File: config.mk
export PLATFORM = sky130hd
export DESIGN_NAME = cmos_frame_capture_ctrl_flat
export DESIGN_NICKNAME = d
export VERILOG_FILES = /design/src/rtl/cmos_frame_capture_ctrl_if.sv /design/src/rtl/cmos_frame_capture_ctrl.sv /design/src/flat_wrapper.sv
export SDC_FILE = /design/constraint.sdc
export NUM_CORES = 1
export LEC_CHECK = 0
export CORE_UTILIZATION = 55
export CTS_CLUSTER_SIZE = 40
export DETAILED_ROUTE_END_ITERATION = 6
export DONT_BUFFER_PORTS = 1
export PLACE_DENSITY = 0.72
export SLEW_MARGIN = 25
export SYNTH_ARGS = -nofsm -noshare
export SYNTH_HDL_FRONTEND = slang
export SYNTH_SLANG_ARGS = --single-unit
File: constraint.sdc
create_clock -name cmos_pclk -period 2.6 [get_ports cmos_pclk]
set_input_delay 0.78 -clock cmos_pclk [delete_from_list [all_inputs] [get_ports cmos_pclk]]
set_output_delay 0.78 -clock cmos_pclk [all_outputs]
set_load 0.02 [all_outputs]
File: src/rtl/cmos_frame_capture_ctrl_if.sv
// Camera byte stream, capture control, packed-word write port and status of the
// CMOS frame capture controller, bundled for connection between producer and block.
`timescale 1ns/1ps
interface cmos_frame_capture_ctrl_if;
    logic        cmos_frame_vsync;
    logic        cmos_frame_href;
    logic        cmos_frame_clken;
    logic [7:0]  cmos_frame_data;
    logic        cap_start;
    logic        cap_cont;
    logic        cap_stop;
    logic        wr_full;
    logic        wr_en;
    logic [15:0] wr_data;
    logic        buf_sel;
    logic        busy;
    logic        frame_done;
    logic        ovf_err;
    logic        size_err;
    logic [7:0]  frame_cnt;

    modport master (
        output cmos_frame_vsync, cmos_frame_href, cmos_frame_clken, cmos_frame_data,
        output cap_start, cap_cont, cap_stop, wr_full,
        input  wr_en, wr_data, buf_sel, busy, frame_done, ovf_err, size_err, frame_cnt
    );

    modport slave (
        input  cmos_frame_vsync, cmos_frame_href, cmos_frame_clken, cmos_frame_data,
        input  cap_start, cap_cont, cap_stop, wr_full,
        output wr_en, wr_data, buf_sel, busy, frame_done, ovf_err, size_err, frame_cnt
    );
endinterface

File: src/rtl/cmos_frame_capture_ctrl.sv
// Captures whole CMOS frames, packs byte pairs into 16-bit words for a write FIFO,
// supports single-shot and continuous ping-pong capture with sticky error flags.
`timescale 1ns/1ps
module cmos_frame_capture_ctrl #(
    parameter int IMG_H = 640,
    parameter int IMG_V = 480
) (
    input logic                      cmos_pclk,
    input logic                      rst,
    cmos_frame_capture_ctrl_if.slave bus
);
    typedef enum logic [1:0] {IDLE, WAIT_SOF, CAPTURE} state_t;

    localparam logic [11:0] LINE_BYTES  = 12'(2 * IMG_H);
    localparam logic [9:0]  FRAME_LINES = 10'(IMG_V);

    state_t      state_q, state_d;
    logic        mode_q, mode_d;
    logic        stop_q, stop_d;
    logic        vs_prev_q, hr_prev_q;
    logic        phase_q, phase_d;
    logic [7:0]  hi_q, hi_d;
    logic [11:0] byte_cnt_q, byte_cnt_d;
    logic [9:0]  line_cnt_q, line_cnt_d;
    logic        wr_en_q, wr_en_d;
    logic [15:0] wr_data_q, wr_data_d;
    logic        buf_sel_q, buf_sel_d;
    logic        ovf_q, ovf_d;
    logic        size_q, size_d;
    logic [7:0]  frame_cnt_q, frame_cnt_d;
    logic        fdone;

    function automatic logic [11:0] sat_inc12(input logic [11:0] v);
        return (v == 12'hFFF) ? v : v + 12'd1;
    endfunction

    function automatic logic [9:0] sat_inc10(input logic [9:0] v);
        return (v == 10'h3FF) ? v : v + 10'd1;
    endfunction

    wire vs_rise  = !vs_prev_q &&  bus.cmos_frame_vsync;
    wire vs_fall  =  vs_prev_q && !bus.cmos_frame_vsync;
    wire hr_rise  = !hr_prev_q &&  bus.cmos_frame_href;
    wire hr_fall  =  hr_prev_q && !bus.cmos_frame_href;
    wire byte_vld =  bus.cmos_frame_href && bus.cmos_frame_clken;

    always_comb begin
        state_d     = state_q;
        mode_d      = mode_q;
        stop_d      = stop_q;
        phase_d     = phase_q;
        hi_d        = hi_q;
        byte_cnt_d  = byte_cnt_q;
        line_cnt_d  = line_cnt_q;
        wr_en_d     = 1'b0;
        wr_data_d   = wr_data_q;
        buf_sel_d   = buf_sel_q;
        ovf_d       = ovf_q;
        size_d      = size_q;
        frame_cnt_d = frame_cnt_q;
        fdone       = 1'b0;

        if (hr_rise) byte_cnt_d = '0;

        case (state_q)
            IDLE: begin
                if (bus.cap_start) begin
                    state_d = WAIT_SOF;
                    mode_d  = bus.cap_cont;
                    ovf_d   = 1'b0;
                    size_d  = 1'b0;
                    stop_d  = 1'b0;
                end
            end
            WAIT_SOF: begin
                if (bus.cap_stop) begin
                    state_d = IDLE;
                    stop_d  = 1'b0;
                end else if (vs_rise) begin
                    state_d    = CAPTURE;
                    line_cnt_d = '0;
                    phase_d    = 1'b0;
                end
            end
            CAPTURE: begin
                if (byte_vld) begin
                    byte_cnt_d = sat_inc12(byte_cnt_d);
                    if (!phase_q) begin
                        hi_d    = bus.cmos_frame_data;
                        phase_d = 1'b1;
                    end else begin
                        phase_d = 1'b0;
                        // A word meeting a full FIFO is lost, not retried
                        if (bus.wr_full) begin
                            ovf_d = 1'b1;
                        end else begin
                            wr_en_d   = 1'b1;
                            wr_data_d = {hi_q, bus.cmos_frame_data};
                        end
                    end
                end
                if (hr_fall) begin
                    if (byte_cnt_q != LINE_BYTES) size_d = 1'b1;
                    phase_d    = 1'b0;
                    line_cnt_d = sat_inc10(line_cnt_q);
                end
                if (bus.cap_stop) stop_d = 1'b1;
                if (vs_fall) begin
                    fdone       = 1'b1;
                    frame_cnt_d = frame_cnt_q + 8'd1;
                    wr_en_d     = 1'b0;
                    if (line_cnt_d != FRAME_LINES) size_d = 1'b1;
                    if (mode_q && !stop_d) begin
                        state_d   = WAIT_SOF;
                        buf_sel_d = ~buf_sel_q;
                    end else begin
                        state_d = IDLE;
                        stop_d  = 1'b0;
                    end
                end
            end
            default: state_d = IDLE;
        endcase
    end

    always_ff @(posedge cmos_pclk or posedge rst) begin
        if (rst) begin
            state_q     <= IDLE;
            mode_q      <= 1'b0;
            stop_q      <= 1'b0;
            vs_prev_q   <= 1'b0;
            hr_prev_q   <= 1'b0;
            phase_q     <= 1'b0;
            hi_q        <= '0;
            byte_cnt_q  <= '0;
            line_cnt_q  <= '0;
            wr_en_q     <= 1'b0;
            wr_data_q   <= '0;
            buf_sel_q   <= 1'b0;
            ovf_q       <= 1'b0;
            size_q      <= 1'b0;
            frame_cnt_q <= '0;
        end else begin
            state_q     <= state_d;
            mode_q      <= mode_d;
            stop_q      <= stop_d;
            vs_prev_q   <= bus.cmos_frame_vsync;
            hr_prev_q   <= bus.cmos_frame_href;
            phase_q     <= phase_d;
            hi_q        <= hi_d;
            byte_cnt_q  <= byte_cnt_d;
            line_cnt_q  <= line_cnt_d;
            wr_en_q     <= wr_en_d;
            wr_data_q   <= wr_data_d;
            buf_sel_q   <= buf_sel_d;
            ovf_q       <= ovf_d;
            size_q      <= size_d;
            frame_cnt_q <= frame_cnt_d;
        end
    end

    assign bus.wr_en      = wr_en_q;
    assign bus.wr_data    = wr_data_q;
    assign bus.buf_sel    = buf_sel_q;
    assign bus.busy       = (state_q != IDLE);
    assign bus.frame_done = fdone;
    assign bus.ovf_err    = ovf_q;
    assign bus.size_err   = size_q;
    assign bus.frame_cnt  = frame_cnt_q;
endmodule

File: src/flat_wrapper.sv
// flat-port wrapper written by rule: the top's interface ports become plain ports
module cmos_frame_capture_ctrl_flat 
#(
    parameter int IMG_H = 640,
    parameter int IMG_V = 480
)
  (cmos_pclk, rst, bus_cmos_frame_vsync, bus_cmos_frame_href, bus_cmos_frame_clken, bus_cmos_frame_data, bus_cap_start, bus_cap_cont, bus_cap_stop, bus_wr_full, bus_wr_en, bus_wr_data, bus_buf_sel, bus_busy, bus_frame_done, bus_ovf_err, bus_size_err, bus_frame_cnt);
  cmos_frame_capture_ctrl_if bus_i ();
  input logic cmos_pclk;
  input logic rst;
  input wire logic [$bits(bus_i.cmos_frame_vsync)-1:0] bus_cmos_frame_vsync;
  input wire logic [$bits(bus_i.cmos_frame_href)-1:0] bus_cmos_frame_href;
  input wire logic [$bits(bus_i.cmos_frame_clken)-1:0] bus_cmos_frame_clken;
  input wire logic [$bits(bus_i.cmos_frame_data)-1:0] bus_cmos_frame_data;
  input wire logic [$bits(bus_i.cap_start)-1:0] bus_cap_start;
  input wire logic [$bits(bus_i.cap_cont)-1:0] bus_cap_cont;
  input wire logic [$bits(bus_i.cap_stop)-1:0] bus_cap_stop;
  input wire logic [$bits(bus_i.wr_full)-1:0] bus_wr_full;
  output wire logic [$bits(bus_i.wr_en)-1:0] bus_wr_en;
  output wire logic [$bits(bus_i.wr_data)-1:0] bus_wr_data;
  output wire logic [$bits(bus_i.buf_sel)-1:0] bus_buf_sel;
  output wire logic [$bits(bus_i.busy)-1:0] bus_busy;
  output wire logic [$bits(bus_i.frame_done)-1:0] bus_frame_done;
  output wire logic [$bits(bus_i.ovf_err)-1:0] bus_ovf_err;
  output wire logic [$bits(bus_i.size_err)-1:0] bus_size_err;
  output wire logic [$bits(bus_i.frame_cnt)-1:0] bus_frame_cnt;
  assign bus_i.cmos_frame_vsync = bus_cmos_frame_vsync;
  assign bus_i.cmos_frame_href = bus_cmos_frame_href;
  assign bus_i.cmos_frame_clken = bus_cmos_frame_clken;
  assign bus_i.cmos_frame_data = bus_cmos_frame_data;
  assign bus_i.cap_start = bus_cap_start;
  assign bus_i.cap_cont = bus_cap_cont;
  assign bus_i.cap_stop = bus_cap_stop;
  assign bus_i.wr_full = bus_wr_full;
  assign bus_wr_en = bus_i.wr_en;
  assign bus_wr_data = bus_i.wr_data;
  assign bus_buf_sel = bus_i.buf_sel;
  assign bus_busy = bus_i.busy;
  assign bus_frame_done = bus_i.frame_done;
  assign bus_ovf_err = bus_i.ovf_err;
  assign bus_size_err = bus_i.size_err;
  assign bus_frame_cnt = bus_i.frame_cnt;
  cmos_frame_capture_ctrl #(.IMG_H(IMG_H), .IMG_V(IMG_V)) u_core (.cmos_pclk(cmos_pclk), .rst(rst), .bus(bus_i));
endmodule
==> impl_metrics.yaml, run 1 <==
status:
  outcome: "finished, final reports clean"
global_routing:
  grt.overflow.total: 0
  grt_pass1_wl_um: 10940
  grt_antenna_before_repair: 0
  grt_pass1_vias: 2224
  grt_max_degree: 66
  track_usage: 0.2297
power:
  cellPowerDensity_nw_per_um2: 684.1
  share_comb_of_total_power: 0.110
  p_int_mw: 1.704
  leakagePower_nw: 1.533
  swShare: 0.2853
  vdd_drop_max_v: 0.0004737
  power.switching_uw: 680.4
  power.share.sequential: 0.544
  power_frac_clock: 0.346
placed_design:
  dpl.hpwl_um: 4457
  pre_cts_ws_ns: 0.1840
  dp_cells: 368
  placed_area_um2: 3301
  io_buffer_count: 0
  gp_congestion: 0.9181
final_layout:
  utilization: 0.6216
  design_area_um2: 3486
  nets: 327
  instances_no_fill: 383
  syn2layout_area_growth_pct: 7.154
  mostFrequentLayoutCells: "65 x dfrtp_1, 27 x nand2_1, 21 x o21ai_0"
  antenna_cells: 0
  drive_above_1_share: 0.1447
  final_common_cell: "dfrtp_1"
clocking:
  cts_max_level: 3
  postCtsSetupRepairBufs: 0
  cts_sinks: 65
  ctsResizeCount: 0
  clk_latency_ns: 0.35
  ctsHoldBuffers: 0
  root_buffer: "clkbuf_8"
  numCtsBuffers: 9
  clk_pin_slew_ns: 0.08
  clockBufferDepth: 2
  cts_tree: "yes"
drt:
  wl_um: 6529
  final_antenna_net_count: 0
  routedWlPerCell_um: 17.05
  vias_per_cell: 6.227
  drt_iter0_drc: 158
  num_vias: 2385
  first_pass_iters: 4
  drc: 0
worst_setup_path:
  crit_family: "simple AND/OR/NAND/NOR gates"
  crit_arrival_ns: 2.44
  reg2reg_depth: 6
  path_max_fanout: 12
  slowest_delay_ns: 0.45
  crit_path_cell_trace: "nand2b_2, and2_1, ha_1, nand4_1, o21ai_2, mux2_2"
  r2r_setup_slack_ns: 0.38
  start_kind: "flop"
  crit_required_ns: 2.82
  cp_num_buf_inv: 0
  timing.rr.start: "u_core.hr_prev_q$_DFF_PP0_"
  slowest_stage: "dfrtp_1"
  worst_setup_path_end_kind: "flop"
  critical_path_class: "flop to flop"
  r2r_end: "u_core.byte_cnt_q[1]$_DFF_PP0_"
synthesis:
  synth_top_flop_cell: "dfrtp_1"
  ys_warn_count: 0
  synth-seq-cells: 65
  yosysSeqAreaShare: 0.5000
  syn_avg_cell_area_um2: 10.56
  synth_edf_count: 0
  synthesis.area_um2: 3253
  syn_nets: 328
  async_flop_share: 1.000
  yosys.cell_types.count: 55
  syn_inst: 308
timing:
  slew_headroom: 0.6189
  setup_viol: 0
  finalCritPeriodShare: 0.8551
  skew_ns: 0.01426
  tightestPinTransition_ns: 0.5669
  setup-tns-final_ns: 0
  final.min_clock_period_ns: 2.223
  clock.fmax_ghz: 0.4498
  hold_viol: 0
  setup_slack_ns: 0.3767
  finalMaxSlewViolations: 0
  rsz0062_at_grt: "false"
die:
  core_um2: 5608
  start_util: 0.5801
  die_w_um: 78.91
  io_pins: 47
  fp.dieArea_um2: 6226
  die_h_um: 78.91
  row_count: 27
min_path:
  hp-class: "input port to asynchronous set/reset pin"
flow_run:
  drv_cap: 0
-- power by group through the flow --
stage               Clock [mW]  Sequential (mW)  Combinational, mW
CTS                      0.842             1.30              0.264
global route             0.883             1.32              0.293
floorplan                    0             1.27              0.236
detailed placement           0             1.32              0.263
global placement             0             1.31              0.254
finish                   0.825             1.30              0.262
-- layer usage --
metal / routed length [um] / vias to the layer above / GRT usage
met3: 489 / 10 / 0.08506
met2: 3040 / 78 / 0.3443
met5: 0 / - / 0
li1: - / 1127 / -
met4: 87 / 0 / 0.07455
met1: 2912 / 1170 / 0.3095
-- flip-flops by register name (all words and copies together) (netlist names), 2 cells and up --
register and flops:
u_core.byte_cnt_q 12, u_core.line_cnt_q 10, u_core.bus.wr_data 16, u_core.hi_q 8, u_core.bus.frame_cnt 8, u_core.state_q 2
-- cell type report --
class	count	area, um^2
timing repair buffer	3	35.03
sequential	65	1627
fill	465	2122
clock inverter	5	57.56
tap	72	90.09
multi-input combinational	221	1523
inverter	7	26.28
clock buffer	10	127.6
-- how the worst max path moves through the flow --
stage,startpoint,slack (ns),end,depth (start not counted)
finish,u_core.hr_prev_q$_DFF_PP0_,0.38,u_core.byte_cnt_q[1]$_DFF_PP0_,6
global route,u_core.hr_prev_q$_DFF_PP0_,0.24,u_core.byte_cnt_q[1]$_DFF_PP0_,6
CTS,u_core.hr_prev_q$_DFF_PP0_,0.41,u_core.byte_cnt_q[1]$_DFF_PP0_,6
detailed placement,bus_cmos_frame_href,0.18,u_core.byte_cnt_q[1]$_DFF_PP0_,6
global placement,bus_cmos_frame_href,0.31,u_core.byte_cnt_q[1]$_DFF_PP0_,6
floorplan,rst,0.19,u_core.bus.buf_sel$_DFFE_PP0P_,1
-- Yosys cell counts, types with 4 or more instances --
master | number | area share
a21oi_1 | 16 | 0.025
a41oi_1 | 4 | 0.011
and3_1 | 4 | 0.0077
and4_1 | 6 | 0.016
buf_2 | 7 | 0.011
clkbuf_1 | 4 | 0.0046
dfrtp_1 | 65 | 0.50
inv_1 | 7 | 0.0081
mux2_1 | 10 | 0.035
mux2_2 | 18 | 0.062
nand2_1 | 27 | 0.031
nand2b_1 | 6 | 0.012
nand3_1 | 14 | 0.022
nand4_1 | 8 | 0.015
nor2_1 | 14 | 0.016
nor2b_1 | 5 | 0.0096
nor3_1 | 5 | 0.0077
o21ai_0 | 21 | 0.032
o31ai_1 | 5 | 0.012
xnor2_1 | 6 | 0.016
xor2_1 | 6 | 0.016
-- per-stage QoR --
stage	total power, mW	hold WS [ns]
after global routing	2.492	0.3986
after floorplan	1.511	0.4502
after global placement	1.562	0.4680
final	2.385	0.3842
after CTS	2.404	0.3906
after detailed placement	1.581	0.4781
-- logic make-up after synthesis --
group                      after synthesis  share of synthesized area
muxes                                   29                     0.1000
AOI/OAI and AO/OA                       68                     0.1396
DFF                                     65                     0.5000
xor gates and xnor gates                12                    0.03231
adders and majority gates                3                    0.01154
and+or+nand+nor                        109                     0.1827
buffers and inverters                   22                    0.03384
Note: power is estimated with default switching activity, not from simulation.
==> run 2: changes to the inputs <==
--- a/config.mk
+++ b/config.mk
@@ -5,11 +5,13 @@
 export SDC_FILE = /design/constraint.sdc
 export NUM_CORES = 1
 export LEC_CHECK = 0
+export CORE_ASPECT_RATIO = 0.9
 export CORE_UTILIZATION = 55
 export CTS_CLUSTER_SIZE = 40
 export DETAILED_ROUTE_END_ITERATION = 6
 export DONT_BUFFER_PORTS = 1
 export PLACE_DENSITY = 0.72
+export SETUP_SLACK_MARGIN = 0.5
 export SLEW_MARGIN = 25
 export SYNTH_ARGS = -nofsm -noshare
 export SYNTH_HDL_FRONTEND = slang
==> impl_metrics.yaml, run 2 (synthesis gave the netlist of run 1 again) <==
clocking:
  clk_latency_ns: 0.35
  cts_sinks: 65
  clockBufferDepth: 2
  clk_pin_slew_ns: 0.07
  cts_tree: "yes"
  cts_max_level: 3
  numCtsBuffers: 9
  root_buffer: "clkbuf_8"
die:
  fp.dieArea_um2: 6227
  die_h_um: 74.96
  start_util: 0.5714
  die_w_um: 83.07
  core_um2: 5693
  row_count: 26
  io_pins: 47
worst_setup_path:
  crit_required_ns: 1.82
  critical_path_class: "input port to output pin"
  crit_arrival_ns: 1.32
  path_max_fanout: 8
  slowest_delay_ns: 0.29
  r2r_setup_slack_ns: 0.63
  crit_path_cell_trace: "nor4bb_2, buf_4"
  cp_num_buf_inv: 1
  crit_family: "simple AND/OR/NAND/NOR gates"
  worst_setup_path_end_kind: "output pin"
  start_kind: "input port"
  slowest_stage: "nor4bb_2"
global_routing:
  grt_antenna_before_repair: 0
  grt_pass1_wl_um: 10740
  grt.overflow.total: 0
  grt_max_degree: 36
  track_usage: 0.2256
  grt_pass1_vias: 2164
power:
  leakagePower_nw: 1.563
  cellPowerDensity_nw_per_um2: 680.7
  finalPower_mw: 2.448
  vdd_drop_max_v: 0.0005271
drt:
  final_antenna_net_count: 0
  wl_um: 6472
  routedWlPerCell_um: 16.72
  vias_per_cell: 6.176
  drt_iter0_drc: 129
  drc: 0
  num_vias: 2390
  first_pass_iters: 4
timing:
  rsz0062_at_grt: "false"
  tightestPinTransition_ns: 0.7434
  clock.fmax_ghz: 0.4767
  setup_viol: 0
  slew_headroom: 0.5033
  setup_slack_ns: 0.5022
  hold_viol: 0
  skew_ns: 0.01086
  finalCritPeriodShare: 0.8069
  finalMaxSlewViolations: 0
  setup-tns-final_ns: 0
  final.min_clock_period_ns: 2.098
final_layout:
  largest_reg_flops: 16
  design_area_um2: 3596
  multi_input_area_um2: 1559
  nets: 332
  fill_cells: 473
  final_common_cell: "dfrtp_1"
  antenna_cells: 0
  mostFrequentLayoutCells: "63 x dfrtp_1, 27 x nand2_1, 21 x o21ai_0"
  syn2layout_area_growth_pct: 10.54
  drive_above_1_share: 0.1830
  ff_latch_area_um2: 1629
placed_design:
  io_buffer_count: 0
  pre_cts_ws_ns: 0.4255
  gp_congestion: 0.9254
  placed_area_um2: 3336
  dpl.hpwl_um: 4482
flow_run:
  drv_cap: 0
status:
  outcome: "finished, final reports clean"
min_path:
  hp-class: "input port to asynchronous set/reset pin"
==> run 2: cell count changes in the layout (fill, tap and decap cells not counted), sizes merged <==
cell | before | now
clkinv | 4 | 3
inv | 7 | 6
clkinvlp | 0 | 3
buf | 3 | 8
==> run 2: final cells by class <==
| class | count | share of cell area |
|---|---|---|
| repair buffers | 8 | 0.02366 |
| multi-input cells | 221 | 0.4335 |
| clock inverters | 6 | 0.01879 |
| inverters | 7 | 0.008351 |
| clock buffers | 10 | 0.03827 |
| flip-flops and latches | 65 | 0.4530 |
| well taps | 70 | 0.02436 |
==> run 2: worst reg2reg max path, stage by stage (launching register included) <==
cell and delay, ns:
dfrtp_1 0.44, ha_2 0.27, and4_1 0.25, a31oi_4 0.24
mux2_1 0.35, o21ai_1 0.18, a41oi_1 0.13
==> run 2: worst paths after layout <==
path                                             startpoint                                end  depth (start not counted)
max                                    bus_cmos_frame_vsync                     bus_frame_done                          2
min                                                     rst  u_core.bus.wr_data[2]$_DFFE_PP0P_                          1
max reg2reg                u_core.line_cnt_q[0]$_DFFE_PP0P_    u_core.bus.size_err$_DFFE_PP0P_                          6
min reg2reg                      u_core.hi_q[0]$_DFFE_PP0P_  u_core.bus.wr_data[8]$_DFFE_PP0P_                          1
max in group asynchronous                               rst      u_core.state_q[0]$_DFFE_PP0P_                          2
min in group cmos_pclk                 bus_cmos_frame_vsync         u_core.vs_prev_q$_DFF_PP0_                          0
==> run 2: power breakdown <==
group / total (mW) / switching [mW] / internal (mW) / leakage (nW)
registers: 1.29 / 0.153 / 1.14 / 0.884
logic: 0.287 / 0.144 / 0.143 / 0.580
clock network: 0.869 / 0.399 / 0.470 / 0.0985
total: 2.45 / 0.697 / 1.75 / 1.56
==> run 2: stage by stage <==
step                      utilization  hold slack (ns)  std cells
after floorplan                     -           0.4502        308
after global placement         0.5859           0.4692        366
after detailed placement       0.5859           0.4806        366
after CTS                      0.6235           0.4236        383
after global routing           0.6316           0.4241        387
final                          0.6316           0.4199        387
==> run 2: metal layers <==
metal  global-route usage  wire (um)  vias to the layer above
li1                     -          -                     1143
met1               0.3080       3013                     1151
met2               0.3297       2913                       91
met3              0.09320        490                        5
met4              0.07280         54                        0
met5                    0          0                        -
==> run 2: repair_timing <==
item | in CTS | in global routing
hold buffers | 0 | 0
pin swaps | 1 | 2
gates resized for setup | 1 | 2
endpoints found under the setup margin | 2 | 18
buffers inserted | 1 | 4
